<file path="config.mk">
export PLATFORM = sky130hd
export DESIGN_NAME = mul_sched_flat
export DESIGN_NICKNAME = d
export VERILOG_FILES = /design/src/rtl/mul_pkg.sv /design/src/rtl/mul_sched_if.sv /design/src/rtl/mul_core.sv /design/src/rtl/mul_sched.sv /design/src/flat_wrapper.sv
export SDC_FILE = /design/constraint.sdc
export NUM_CORES = 1
export LEC_CHECK = 0
export CAP_MARGIN = 20
export CORE_AREA = 8 8 83 85
export CTS_CLUSTER_DIAMETER = 30
export DETAILED_ROUTE_END_ITERATION = 7
export DIE_AREA = 0 0 91 93
export PLACE_DENSITY = 0.95
export SLEW_MARGIN = 20
export SYNTH_ARGS = -nofsm -noshare
export SYNTH_HDL_FRONTEND = slang
export SYNTH_SLANG_ARGS = --single-unit
</file>
<file path="constraint.sdc">
create_clock -name clk -period 5.45 [get_ports clk]
set_input_delay 1.635 -clock clk [delete_from_list [all_inputs] [get_ports clk]]
set_output_delay 1.635 -clock clk [all_outputs]
set_load 0.03 [all_outputs]
</file>
<file path="src/rtl/mul_pkg.sv">
// Shared definitions for the time-multiplexed shift-add multiplier scheduler.
// Optional build macro: MUL_CT_TIME_EN (constant-time multiply, see mul_core).
package mul_pkg;

    typedef enum logic [1:0] {
        IDLE = 2'd0,
        RUN  = 2'd1,
        DONE = 2'd2
    } state_e;

    localparam int DEF_WIDTH = 8;
    localparam int DEF_NREQ  = 2;

    // Derived widths for the default configuration
    localparam int PROD_W = 2 * DEF_WIDTH;
    localparam int CNT_W  = $clog2(DEF_WIDTH) + 1;

    // Product width for an arbitrary operand width
    function automatic int prod_w(input int w);
        return 2 * w;
    endfunction

    // Iteration counter width: must reach w itself without wrapping
    function automatic int cnt_w(input int w);
        return $clog2(w) + 1;
    endfunction

endpackage

</file>
<file path="src/rtl/mul_sched_if.sv">
// Request/response bus between the requesters/consumer and mul_sched.
// master = requester/consumer side, slave = scheduler side.
interface mul_sched_if #(
    parameter int WIDTH = 8,
    parameter int NREQ  = 2
);
    localparam int ID_W = $clog2(NREQ);

    logic [NREQ-1:0]       req_valid;
    logic [NREQ-1:0]       req_ready;
    logic [NREQ*WIDTH-1:0] req_a;
    logic [NREQ*WIDTH-1:0] req_b;
    logic                  resp_valid;
    logic                  resp_ready;
    logic [ID_W-1:0]       resp_id;
    logic [2*WIDTH-1:0]    resp_data;

    modport master (
        output req_valid, req_a, req_b, resp_ready,
        input  req_ready, resp_valid, resp_id, resp_data
    );

    modport slave (
        input  req_valid, req_a, req_b, resp_ready,
        output req_ready, resp_valid, resp_id, resp_data
    );
endinterface

</file>
<file path="src/rtl/mul_core.sv">
// Iterative shift-add unsigned multiplier, one multiplier bit per cycle.
// start_i loads operands and clears the accumulator; the core then steps on
// its own until done_o and holds product_o stable until the next start.
// MUL_CT_TIME_EN defined: always WIDTH iterations (constant time).
// MUL_CT_TIME_EN undefined: finish as soon as a or the remaining b is zero.
module mul_core
    import mul_pkg::*;
#(
    parameter int WIDTH = DEF_WIDTH
) (
    input  logic               clk,
    input  logic               rst_n,
    input  logic               start_i,
    input  logic [WIDTH-1:0]   a_i,
    input  logic [WIDTH-1:0]   b_i,
    output logic               done_o,
    output logic [2*WIDTH-1:0] product_o
);
    localparam int CW = cnt_w(WIDTH);

    logic [WIDTH-1:0]   a_q, a_d;
    logic [WIDTH-1:0]   b_q, b_d;
    logic [2*WIDTH-1:0] acc_q, acc_d;
    logic [CW-1:0]      cnt_q, cnt_d;
    logic [2*WIDTH-1:0] a_ext;

    assign a_ext = {{WIDTH{1'b0}}, a_q};

`ifdef MUL_CT_TIME_EN
    assign done_o = (cnt_q == CW'(WIDTH));
`else
    assign done_o = (a_q == '0) || (b_q == '0);
`endif

    assign product_o = acc_q;

    // Next-state: load on start, otherwise add shifted multiplicand per set bit
    always_comb begin
        a_d   = a_q;
        b_d   = b_q;
        acc_d = acc_q;
        cnt_d = cnt_q;
        if (start_i) begin
            a_d   = a_i;
            b_d   = b_i;
            acc_d = '0;
            cnt_d = '0;
        end else if (!done_o) begin
            if (b_q[0]) begin
                acc_d = acc_q + (a_ext << cnt_q);
            end
            b_d   = b_q >> 1;
            cnt_d = cnt_q + 1'b1;
        end
    end

    // Datapath registers, all cleared by reset
    always_ff @(posedge clk) begin
        if (!rst_n) begin
            a_q   <= '0;
            b_q   <= '0;
            acc_q <= '0;
            cnt_q <= '0;
        end else begin
            a_q   <= a_d;
            b_q   <= b_d;
            acc_q <= acc_d;
            cnt_q <= cnt_d;
        end
    end

endmodule

</file>
<file path="src/rtl/mul_sched.sv">
// Round-robin scheduler sharing one mul_core among NREQ requesters.
// IDLE grants one requester, RUN waits for the core, DONE holds the
// response until the consumer takes it. Latency mode selected by
// MUL_CT_TIME_EN inside mul_core.
module mul_sched
    import mul_pkg::*;
#(
    parameter int WIDTH = DEF_WIDTH,
    parameter int NREQ  = DEF_NREQ
) (
    input  logic        clk,
    input  logic        rst_n,
    mul_sched_if.slave  bus,
    output logic        busy
);
    localparam int ID_W = $clog2(NREQ);

    state_e             state_q, state_d;
    logic [ID_W-1:0]    last_q, last_d;
    logic [ID_W-1:0]    id_q, id_d;
    logic               found;
    logic [ID_W-1:0]    gnt_idx;
    logic               accept;
    logic [WIDTH-1:0]   sel_a, sel_b;
    logic               core_done;
    logic [2*WIDTH-1:0] core_prod;

    // Round-robin winner: first valid requester after the last grant
    always_comb begin
        int              idx;
        logic [ID_W-1:0] cand;
        idx     = 0;
        cand    = '0;
        found   = 1'b0;
        gnt_idx = '0;
        for (int i = 1; i <= NREQ; i++) begin
            idx = int'(last_q) + i;
            if (idx >= NREQ) idx = idx - NREQ;
            cand = ID_W'(idx);
            if (!found && bus.req_valid[cand]) begin
                found   = 1'b1;
                gnt_idx = cand;
            end
        end
    end

    // Operand mux for the winning requester
    always_comb begin
        sel_a = '0;
        sel_b = '0;
        for (int i = 0; i < NREQ; i++) begin
            if (ID_W'(i) == gnt_idx) begin
                sel_a = bus.req_a[i*WIDTH +: WIDTH];
                sel_b = bus.req_b[i*WIDTH +: WIDTH];
            end
        end
    end

    assign accept = found && (state_q == IDLE);

    mul_core #(.WIDTH(WIDTH)) u_core (
        .clk       (clk),
        .rst_n     (rst_n),
        .start_i   (accept),
        .a_i       (sel_a),
        .b_i       (sel_b),
        .done_o    (core_done),
        .product_o (core_prod)
    );

    // State, last grant and response owner registers
    always_ff @(posedge clk) begin
        if (!rst_n) begin
            state_q <= IDLE;
            last_q  <= ID_W'(NREQ - 1);
            id_q    <= '0;
        end else begin
            state_q <= state_d;
            last_q  <= last_d;
            id_q    <= id_d;
        end
    end

    // Next-state logic
    always_comb begin
        state_d = state_q;
        last_d  = last_q;
        id_d    = id_q;
        case (state_q)
            IDLE: begin
                if (accept) begin
                    state_d = RUN;
                    last_d  = gnt_idx;
                    id_d    = gnt_idx;
                end
            end
            RUN:  if (core_done) state_d = DONE;
            DONE: if (bus.resp_ready) state_d = IDLE;
            default: state_d = IDLE;
        endcase
    end

    // Outputs: grant only in IDLE outside reset, response only in DONE
    always_comb begin
        bus.req_ready = '0;
        if (rst_n && (state_q == IDLE) && found) begin
            bus.req_ready[gnt_idx] = 1'b1;
        end
        bus.resp_valid = (state_q == DONE);
        bus.resp_id    = (state_q == DONE) ? id_q : '0;
        bus.resp_data  = (state_q == DONE) ? core_prod : '0;
        busy           = (state_q != IDLE);
    end

endmodule
</file>
<file path="src/flat_wrapper.sv">
// flat-port wrapper written by rule: the top's interface ports become plain ports
module mul_sched_flat import mul_pkg::*;
#(
    parameter int WIDTH = DEF_WIDTH,
    parameter int NREQ  = DEF_NREQ
)
  (clk, rst_n, busy, bus_req_valid, bus_req_a, bus_req_b, bus_resp_ready, bus_req_ready, bus_resp_valid, bus_resp_id, bus_resp_data);
  mul_sched_if #(.WIDTH(WIDTH), .NREQ(NREQ)) bus_i ();
  input  logic clk;
  input  logic rst_n;
  output logic busy;
  input wire logic [$bits(bus_i.req_valid)-1:0] bus_req_valid;
  input wire logic [$bits(bus_i.req_a)-1:0] bus_req_a;
  input wire logic [$bits(bus_i.req_b)-1:0] bus_req_b;
  input wire logic [$bits(bus_i.resp_ready)-1:0] bus_resp_ready;
  output wire logic [$bits(bus_i.req_ready)-1:0] bus_req_ready;
  output wire logic [$bits(bus_i.resp_valid)-1:0] bus_resp_valid;
  output wire logic [$bits(bus_i.resp_id)-1:0] bus_resp_id;
  output wire logic [$bits(bus_i.resp_data)-1:0] bus_resp_data;
  assign bus_i.req_valid = bus_req_valid;
  assign bus_i.req_a = bus_req_a;
  assign bus_i.req_b = bus_req_b;
  assign bus_i.resp_ready = bus_resp_ready;
  assign bus_req_ready = bus_i.req_ready;
  assign bus_resp_valid = bus_i.resp_valid;
  assign bus_resp_id = bus_i.resp_id;
  assign bus_resp_data = bus_i.resp_data;
  mul_sched #(.WIDTH(WIDTH), .NREQ(NREQ)) u_core (.clk(clk), .rst_n(rst_n), .bus(bus_i), .busy(busy));
endmodule
</file>
==> run_results.csv <==
group,metric,value,unit
clock_tree,path_clk_slew,0.09,ns
sta,setup_viol,0,
drt,wl_per_cell,15.7,um
setup_path,cp_num_buf_inv,3,
finish,insertedDiodeCount,0,
drt,route.vias.total,2985,
setup_path,arrival,3.09,ns
finish,fin_cells,508,
clock_tree,clk_latency,0.31,ns
synthesis,synth_edf_count,0,
setup_path,rrSetupSlack,1.95,ns
setup_path,reg2reg_depth,11,
floorplanning,rows,28,
global_route,grt_pass1_wl,13.9,mm
synthesis,synth-seq-area-share,26.2,%
placed_design,dpl.hpwl,6.02,mm
clock_tree,postCtsSetupRepairBufs,0,
setup_path,crit_family,"buffers and inverters",
worst_hold_path,holdPathEnd,"u_core.u_core.product_o[6]",
floorplanning,fp.dieArea,0.00846,sq mm
placed_design,finalWeightedCongestion,0.875,
worst_hold_path,hp-class,"reg2reg",
placed_design,dp_cells,500,
sta,period_needed,4.72,ns
synthesis,syn_nets,440,
clock_tree,cts_buffer_depth,2,
finish,drive_gt1_share,7.85,%
run,maxCapViolations,0,
drt,drt-vias-per-instance,5.88,
setup_path,end_kind,"output pin",
setup_path,cp_slowest_stage_delay,0.50,ns
worst_hold_path,hold_depth,2,
synthesis,avgSynthCellArea,7.93,sq um
clock_tree,cts.sinks,40,
power,power.density,271,mW/mm^2
floorplanning,die_w,91,um
floorplanning,ioPinCount,58,
drt,drtPass1Iterations,4,
synthesis,synthCells,386,
synthesis,synthArstFlopShare,0,%
sta,rsz0062_at_grt,"no",
global_route,overflow,0,
placed_design,io_buffers,57,
drt,drc,0,
synthesis,yosys_warnings,0,
clock_tree,hold_buffers,0,
synthesis,yosysUniqueCellTypes,52,
setup_path,path_class,"in2out",
drt,ant_nets,0,
global_route,grt_max_degree,23,
sta,fin_worst_hold_slack,0.476,ns
global_route,groute.usage.overall,19.6,%
synthesis,synthesis.area,0.00306,sq mm
setup_path,startpoint_type,"input port",
finish,layout_common_cells,"nand2_1, clkdlybuf4s50_1, dfxtp_1, mux2i_1, nor2_1",
sta,clock_skew,0.00579,ns
run_status,status,"finished clean",
floorplanning,start_util,53.9,%
clock_tree,clk_root_buffer_cell,"clkbuf_8",
worst_hold_path,min_from,"u_core.u_core.product_o[6]",
sta,fin_crit_sh,86.6,%
finish,post-route-util,66.2,%
power,p_leak,1.60,nW
setup_path,reg2reg_to,"u_core.u_core.product_o[15]",
sta,relSlewSlack,51.0,%
finish,area_growth,22.8,%
setup_path,cpMaxStageDelayCell,"clkdlybuf4s50_1",
clock_tree,htree_levels,2,
sta,slew_viol_final,0,
sta,fin_tns_setup,0,ns
global_route,grt_pass1_vias,3082,
clock_tree,cts_made_buffers,5,
placed_design,place_area,0.00363,sq mm
drt,drt-initial-drc-count,150,
power,max-vdd-ir-drop,167,uV
sta,hold_violations,0,
floorplanning,core,0.00568,sq mm
synthesis,yosys_most_used_dff,"dfxtp_1",
clock_tree,cts_tree,"done",
synthesis,yosys_register_bits,40,
drt,totalWireLength,7.97,mm
sta,max_freq,212,MHz
setup_path,cp_max_fo,22,
floorplanning,die_height,93,um
global_route,antenna_found_initial,0,
finish,fill_cells,499,
setup_path,worstReg2RegStart,"u_core.u_core.cnt_q[1]",
setup_path,cp_cell_sequence,"clkdlybuf4s50_1, nor2_1, nor2_1, buf_4, and3_1, buf_4",
finish,finalInstanceArea,0.00376,sq mm
sta,tightestPinTransition,0.733,ns
clock_tree,cts_resized,0,
finish,layout_commonest_cell,"nand2_1",
setup_path,cp.required,3.82,ns
finish,nets,486,
## how the worst max path moves through the flow
stage	startpoint	endpoint	slack [ns]	depth (start not counted)
6_report	bus_req_valid[0]	bus_req_ready[1]	0.73	6
5_1_grt	bus_req_valid[0]	bus_req_ready[1]	0.66	6
4_1_cts	bus_req_valid[0]	bus_req_ready[1]	0.73	6
3_5_place_dp	bus_req_valid[0]	bus_req_ready[1]	0.74	6
3_3_place_gp	bus_req_valid[0]	bus_req_ready[1]	0.80	6
2_1_floorplan	bus_req_valid[1]	bus_req_ready[1]	1.14	4
## final cells by class
cell class / instances / area [sq um] / share of cell area (%)
Timing Repair Buffer: 61 / 596 / 15.9
Tap cell: 75 / 93.8 / 2.50
Clock buffer: 6 / 82.6 / 2.20
Sequential cell: 40 / 801 / 21.3
Multi-Input combinational cell: 320 / 2130 / 56.7
Inverter: 4 / 15.0 / 0.400
Clock inverter: 2 / 38.8 / 1.03
## flip-flops by register name, indices dropped and copies added, names as in the netlist
register	cells
u_core.state_q	2
u_core.u_core.cnt_q	4
u_core.u_core.b_q	8
u_core.u_core.product_o	16
u_core.id_q	1
u_core.u_core.a_q	8
u_core.last_q	1
## synthesized netlist by cell type (2+ instances only)
library cell | instances | area, sq um
o211ai_1 | 5 | 37.5
mux2i_1 | 29 | 290
a21o_1 | 11 | 82.6
nand2_1 | 69 | 259
dfxtp_1 | 40 | 801
nor4_4 | 2 | 42.5
and3_1 | 8 | 50.1
nor2b_1 | 2 | 12.5
nor2_1 | 23 | 86.3
a21boi_0 | 2 | 15.0
o211a_1 | 8 | 80.1
o22ai_1 | 5 | 31.3
nor4_1 | 2 | 12.5
inv_1 | 3 | 11.3
a21oi_1 | 22 | 110
o21ai_0 | 15 | 75.1
nor3_1 | 7 | 35.0
buf_4 | 2 | 15.0
nand4_1 | 4 | 25.0
buf_2 | 6 | 30.0
buf_6 | 3 | 33.8
or2_2 | 3 | 18.8
xnor2_1 | 9 | 78.8
and2_1 | 22 | 138
nand3_1 | 20 | 100
ha_1 | 16 | 200
a31oi_1 | 2 | 12.5
clkbuf_1 | 11 | 41.3
xor2_1 | 2 | 17.5
a211oi_1 | 5 | 37.5
o21a_1 | 2 | 15.0
mux2_2 | 6 | 67.6
## worst reg2reg max path, delay by kind of cell (launching register included)
family | cells | cell delay, ns
muxes | 5 | 1.17
and+or+nand+nor | 2 | 0.52
AOI/OAI and AO/OA | 3 | 0.72
DFF | 1 | 0.76
adders and majority gates | 1 | 0.27
## report_power, final
part / switching, mW / leakage (nW) / internal, mW / total, mW
registers: 0.0502 / 0.327 / 0.324 / 0.374
logic: 0.210 / 1.21 / 0.166 / 0.376
clock network: 0.118 / 0.0614 / 0.150 / 0.268
## logic make-up (layout without fill, tap and decap cells)
family / count (synthesis) / in the layout / share of synthesized area (%)
and+or+nand+nor: 171 / 171 / 27.7
AOI/OAI and AO/OA: 85 / 85 / 18.9
DFF: 40 / 40 / 26.2
muxes: 36 / 36 / 12.4
buffers and inverters: 26 / 73 / 4.42
adders and majority gates: 17 / 17 / 7.20
xor gates and xnor gates: 11 / 11 / 3.15
## per-stage QoR
stage	power, mW	setup slack, ns
2_1_floorplan	0.656	1.14
3_3_place_gp	0.733	0.800
3_5_place_dp	0.750	0.742
4_1_cts	1.02	0.730
5_1_grt	1.08	0.659
6_report	1.02	0.730
## metal layers
layer  vias up  global-route usage, %  wire length (um)  part of all wire, %
met5         -                      0                 0                    0
li1       1463                      -                 -                    -
met3        26                   6.57               587                  7.4
met1      1383                   21.0              3140                   39
met2       113                   34.5              3970                   50
met4         0                   8.59               270                  3.4
Power figures use the tool's default switching activity.
